## src/rtl/stack_sequencer.sv

```systemverilog
// stack_sequencer: single-command-in-flight sequencer driving a push/pop/add/mul stack.
module stack_sequencer #(
  parameter int DATA_WIDTH  = 4,
  parameter int STACK_DEPTH = 16
) (
  input  logic                                 clk,
  input  logic                                 rst,
  input  logic                                 cmd_valid,
  output logic                                 cmd_ready,
  input  logic [2:0]                           cmd_op,
  input  logic signed [DATA_WIDTH-1:0]         cmd_data,
  output logic                                 rsp_valid,
  input  logic                                 rsp_ready,
  output logic signed [DATA_WIDTH-1:0]         rsp_data,
  output logic [1:0]                           rsp_status,
  output logic [2:0]                           st_opcode,
  output logic [DATA_WIDTH-1:0]                st_data_in,
  input  logic [DATA_WIDTH-1:0]                st_data_out,
  input  logic                                 st_overflow,
  output logic [$clog2(STACK_DEPTH+1)-1:0]     count
);
  localparam int CW = $clog2(STACK_DEPTH+1);
  localparam logic [2:0] OP_NOP  = 3'b000;
  localparam logic [2:0] OP_PUSH = 3'b110;
  localparam logic [2:0] OP_POP  = 3'b111;
  typedef enum logic [1:0] {IDLE, ISSUE, WAIT, RESP} state_t;
  state_t state_q, state_d;
  logic [2:0] op_q, op_d;
  logic [DATA_WIDTH-1:0] data_q, data_d, rsp_data_q, rsp_data_d;
  logic [1:0] rsp_status_q, rsp_status_d;
  logic [CW-1:0] count_q, count_d;
  logic reject;
  // Opcodes 0xx are no-op or reserved; 10x are the two-operand arithmetic ops.
  assign reject = !cmd_op[2]
               || (cmd_op == OP_PUSH && count_q == CW'(STACK_DEPTH))
               || (cmd_op == OP_POP && count_q == '0)
               || (!cmd_op[1] && count_q < CW'(2));
  always_comb begin
    state_d      = state_q;
    op_d         = op_q;
    data_d       = data_q;
    count_d      = count_q;
    rsp_data_d   = rsp_data_q;
    rsp_status_d = rsp_status_q;
    case (state_q)
      IDLE: if (cmd_valid) begin
        op_d         = cmd_op;
        data_d       = cmd_data;
        rsp_data_d   = '0;
        rsp_status_d = (cmd_op == OP_NOP) ? 2'b00 : 2'b10;
        state_d      = (cmd_op == OP_NOP || reject) ? RESP : ISSUE;
      end
      ISSUE: begin
        count_d = (op_q == OP_PUSH) ? count_q + 1'b1 : count_q - 1'b1;
        state_d = WAIT;
      end
      WAIT: begin
        rsp_data_d   = st_data_out;
        rsp_status_d = {1'b0, st_overflow && !op_q[1]};
        state_d      = RESP;
      end
      default: if (rsp_ready) state_d = IDLE;
    endcase
  end
  always_ff @(posedge clk or posedge rst) begin
    if (rst) begin
      state_q      <= IDLE;
      op_q         <= OP_NOP;
      data_q       <= '0;
      count_q      <= '0;
      rsp_data_q   <= '0;
      rsp_status_q <= 2'b00;
    end else begin
      state_q      <= state_d;
      op_q         <= op_d;
      data_q       <= data_d;
      count_q      <= count_d;
      rsp_data_q   <= rsp_data_d;
      rsp_status_q <= rsp_status_d;
    end
  end
  assign cmd_ready  = state_q == IDLE;
  assign rsp_valid  = state_q == RESP;
  assign rsp_data   = rsp_data_q;
  assign rsp_status = rsp_status_q;
  assign st_opcode  = (state_q == ISSUE) ? op_q : OP_NOP;
  assign st_data_in = data_q;
  assign count      = count_q;
endmodule
```

## config.mk

```make
export PLATFORM = sky130hd
export DESIGN_NAME = stack_sequencer
export DESIGN_NICKNAME = d
export VERILOG_FILES = /design/src/rtl/stack_sequencer.sv
export SDC_FILE = /design/constraint.sdc
export NUM_CORES = 1
export LEC_CHECK = 0
export ABC_AREA = 0
export ABC_CLOCK_PERIOD_IN_PS = 1500
export BUFFER_PORTS_ARGS = -buffer_cell sky130_fd_sc_hd__clkbuf_2
export CAP_MARGIN = 20
export CORE_MARGIN = 3
export CORE_UTILIZATION = 43
export CTS_CLUSTER_DIAMETER = 200
export DETAILED_ROUTE_END_ITERATION = 16
export PLACE_DENSITY = 0.84
export SLEW_MARGIN = 15
export SYNTH_ARGS = -nofsm -noshare
export SYNTH_HDL_FRONTEND = slang
export SYNTH_SLANG_ARGS = --single-unit
```

## constraint.sdc

```tcl
create_clock -name clk -period 1.5 [get_ports clk]
set_input_delay 0.15 -clock clk [delete_from_list [all_inputs] [get_ports clk]]
set_output_delay 0.15 -clock clk [all_outputs]
set_load 0.005 [all_outputs]
```

==> flow_summary_export.csv <==
group,metric,value,unit
timing,setup_ws,-0.206,ns
worst_setup_path,crit_arrival,1.92,ns
grt,first_global_vias,896,
timing,report.final.hold_viol_count,0,
yosys,synth_area,1020,sq um
worst_setup_path,path_class,"flop to flop",
worst_setup_path,worst_setup_path_start_kind,"flop",
yosys,syn_nets,108,
floorplan,die_h,54.8,um
yosys,syn_area_per_cell,12.2,sq um
finish,final_nets,161,
floorplan,fp.dieW,54.8,um
finish,synthToLayoutAreaGrowth,43.8,%
placement,placed_cells,155,
timing,period_needed,1.71,ns
grt,antenna_found_initial,0,
grt,grt_overflow_total,0,
floorplan,initial_utilization,0.458,
drt,wirelength,2600,um
yosys,ys_seq_area_frac,0.489,
floorplan,rows,17,
clock_network,clk_latency,0.31,ns
clock_network,cts_tree,"built",
power_and_ir_drop,p_comb_frac,0.611,
grt,grt_pass1_wl,4060,um
yosys,ys_types,32,
drt,first_iter_violations,6,
finish,drive_above_1_share,0.507,
job,drv_cap,0,
yosys,netlist_instances,84,
timing,max_freq,0.586,GHz
power_and_ir_drop,power_density,2430,nW/um^2
timing,finalSetupViolations,7,
placement,hpwl,1810,um
drt,via_count,880,
worst_setup_path,path_max_fanout,5,
floorplan,ios,36,
grt,grt_max_degree,21,
finish,stdcell_count,164,
clock_network,path_clk_slew,0.11,ns
power_and_ir_drop,p_leak,0.731,nW
drt,drc,0,
clock_network,cts_buffers,3,
floorplan,fp.dieArea,3000,sq um
power_and_ir_drop,p_int,2.20,mW
clock_network,cts_buffer_depth,2,
power_and_ir_drop,max-vdd-ir-drop,1410,uV
clock_network,clock-sinks,20,
yosys,synth_edf_count,0,
grt,track_usage,0.200,
power_and_ir_drop,p_sw,1.37,mW
power_and_ir_drop,switching_share,0.383,
outcome,status,"complete, but fails checks",
timing,rsz0062_at_grt,"yes",
clock_network,ctsHtreeMaxLevel,1,
worst_setup_path,worstPathRequired,1.71,ns
finish,diodes,0,
outcome,failed_checks,"negative setup slack",
drt,ant_nets,0,
timing,fin_worst_skew,0.00509,ns
yosys,synth_seq_cells,20,
timing,drv_slew,0,
clock_network,ctsRootBufferMaster,"clkbuf_4",
placement,gp_congestion,0.800,
worst_setup_path,endpoint_kind,"flop",
drt,first_pass_iters,4,
yosys,synth-main-ff-cell,"dfrtp_1",
yosys,async_flop_share,1.00,
placement,io_buffer_count,35,
finish,fillers,176,
timing,hold_slack,0.0474,ns
floorplan,core,2230,sq um
drt,routed_via_density,5.37,
timing,post-route-period-util,1.14,
timing,slew_headroom,0.731,
min_path,hold_path_class,"primary input to flop",
timing,finalSetupTns,-0.692,ns
drt,avgRoutedWirePerCell,15.8,um
power_and_ir_drop,p_seq_frac,0.300,
power_and_ir_drop,power,3.57,mW
yosys,yosys_warnings,0,
power_and_ir_drop,pwr-share-clk,0.089,
timing,tightest_slew,0.401,ns
-- per-stage QoR --
step           utilization  instance area [sq um]  setup WS (ns)
6_report             0.659                   1470         -0.206
5_1_grt              0.659                   1470         -0.246
4_1_cts              0.640                   1430         -0.139
3_5_place_dp         0.580                   1300         -0.265
3_3_place_gp         0.580                   1300         -0.176
2_1_floorplan            -                   1020         -0.148
-- final timing paths --
path / startpoint / endpoint / slack (ns) / cells after the start
setup reg to reg: op_q[0] / count[3] / -0.21 / 7
setup / recovery: op_q[0] / count[3] / -0.21 / 7
hold reg to reg: rsp_status[1] / rsp_status[1] / 0.49 / 2
hold / removal: cmd_data[2] / st_data_in[2] / 0.05 / 2
min in group asynchronous: rst / op_q[0] / 0.37 / 4
max in group asynchronous: rst / st_data_in[0] / 0.91 / 4
-- synthesized netlist by cell type, drive strengths merged (2+ instances only) --
| master | n | area [sq um] |
|---|---|---|
| xor2 | 2 | 17.5 |
| ha | 7 | 87.6 |
| mux2 | 9 | 105 |
| a21o | 2 | 15.0 |
| nand2 | 3 | 13.8 |
| xnor2 | 3 | 26.3 |
| a21oi | 6 | 33.8 |
| inv | 5 | 18.8 |
| and2 | 4 | 25.0 |
| dfrtp | 20 | 500 |
| a22o | 4 | 35.0 |
| o31ai | 3 | 27.5 |
| nand2b | 2 | 12.5 |
-- metal layers --
metal	global-route usage	vias up	routed length, um	part of all wire
met2	0.352	29	1410	0.54
met3	0.0436	11	102	0.039
li1	-	402	-	-
met5	0	-	0	0
met4	0.104	0	83	0.032
met1	0.221	438	1000	0.39
-- kinds of logic after synthesis --
group | count (synthesis) | share of synthesized area
flops | 20 | 0.489
xor+xnor | 5 | 0.0428
simple gates | 15 | 0.0831
compound gates | 21 | 0.154
fa+ha+maj | 8 | 0.105
buf+inv | 6 | 0.0232
mux | 9 | 0.103
-- placed cells by master (no fill, tap or decap), drive strengths merged, types with 2 or more instances in the layout --
| master | instances |
|---|---|
| xor2 | 2 |
| nand2 | 3 |
| a21oi | 6 |
| clkbuf | 39 |
| o31ai | 3 |
| dfrtp | 20 |
| and2 | 4 |
| xnor2 | 3 |
| inv | 5 |
| buf | 13 |
| nand2b | 2 |
| mux2 | 9 |
| a21o | 2 |
| a22o | 4 |
| ha | 7 |
-- repair_timing --
| item | in CTS | in global routing |
|---|---|---|
| hold endpoints to repair | 20 | 0 |
| endpoints found under the setup margin | 7 | 20 |
| gates resized for setup | 9 | 8 |
| pin swaps | 4 | 3 |
| buffers inserted | 3 | 1 |
| hold buffers | 1 | 0 |
-- flip-flops by register name, indices dropped and copies added, names as in the netlist --
signal	count
count	5
op_q	3
rsp_data	4
rsp_status	2
st_data_in	4
state_q	2
-- power by group through the flow --
stage | combinational [mW] | sequential, mW | clock (mW)
after floorplan | 1.02 | 1.04 | 0
after global placement | 1.64 | 1.01 | 0
after detailed placement | 1.72 | 1.04 | 0
after CTS | 1.98 | 1.04 | 0.331
after global routing | 2.36 | 1.10 | 0.348
final | 2.18 | 1.07 | 0.319
-- cell type report --
class,instances,area [sq um],area share
clock buffer,4,36.3,0.0247
inverter,5,18.8,0.0128
multi-input combinational,58,591,0.401
sequential,20,500,0.340
tap,28,35.0,0.0238
timing repair buffer,49,290,0.197
-- worst max-delay path: stages, from the launching register on --
cell and delay (ns):
dfrtp_1 0.40, nand3b_1 0.19, buf_6 0.17, ha_4 0.21
a21o_1 0.16, a21oi_2 0.15, xnor2_1 0.07, mux2_4 0.25
Power figures use the tool's default switching activity.
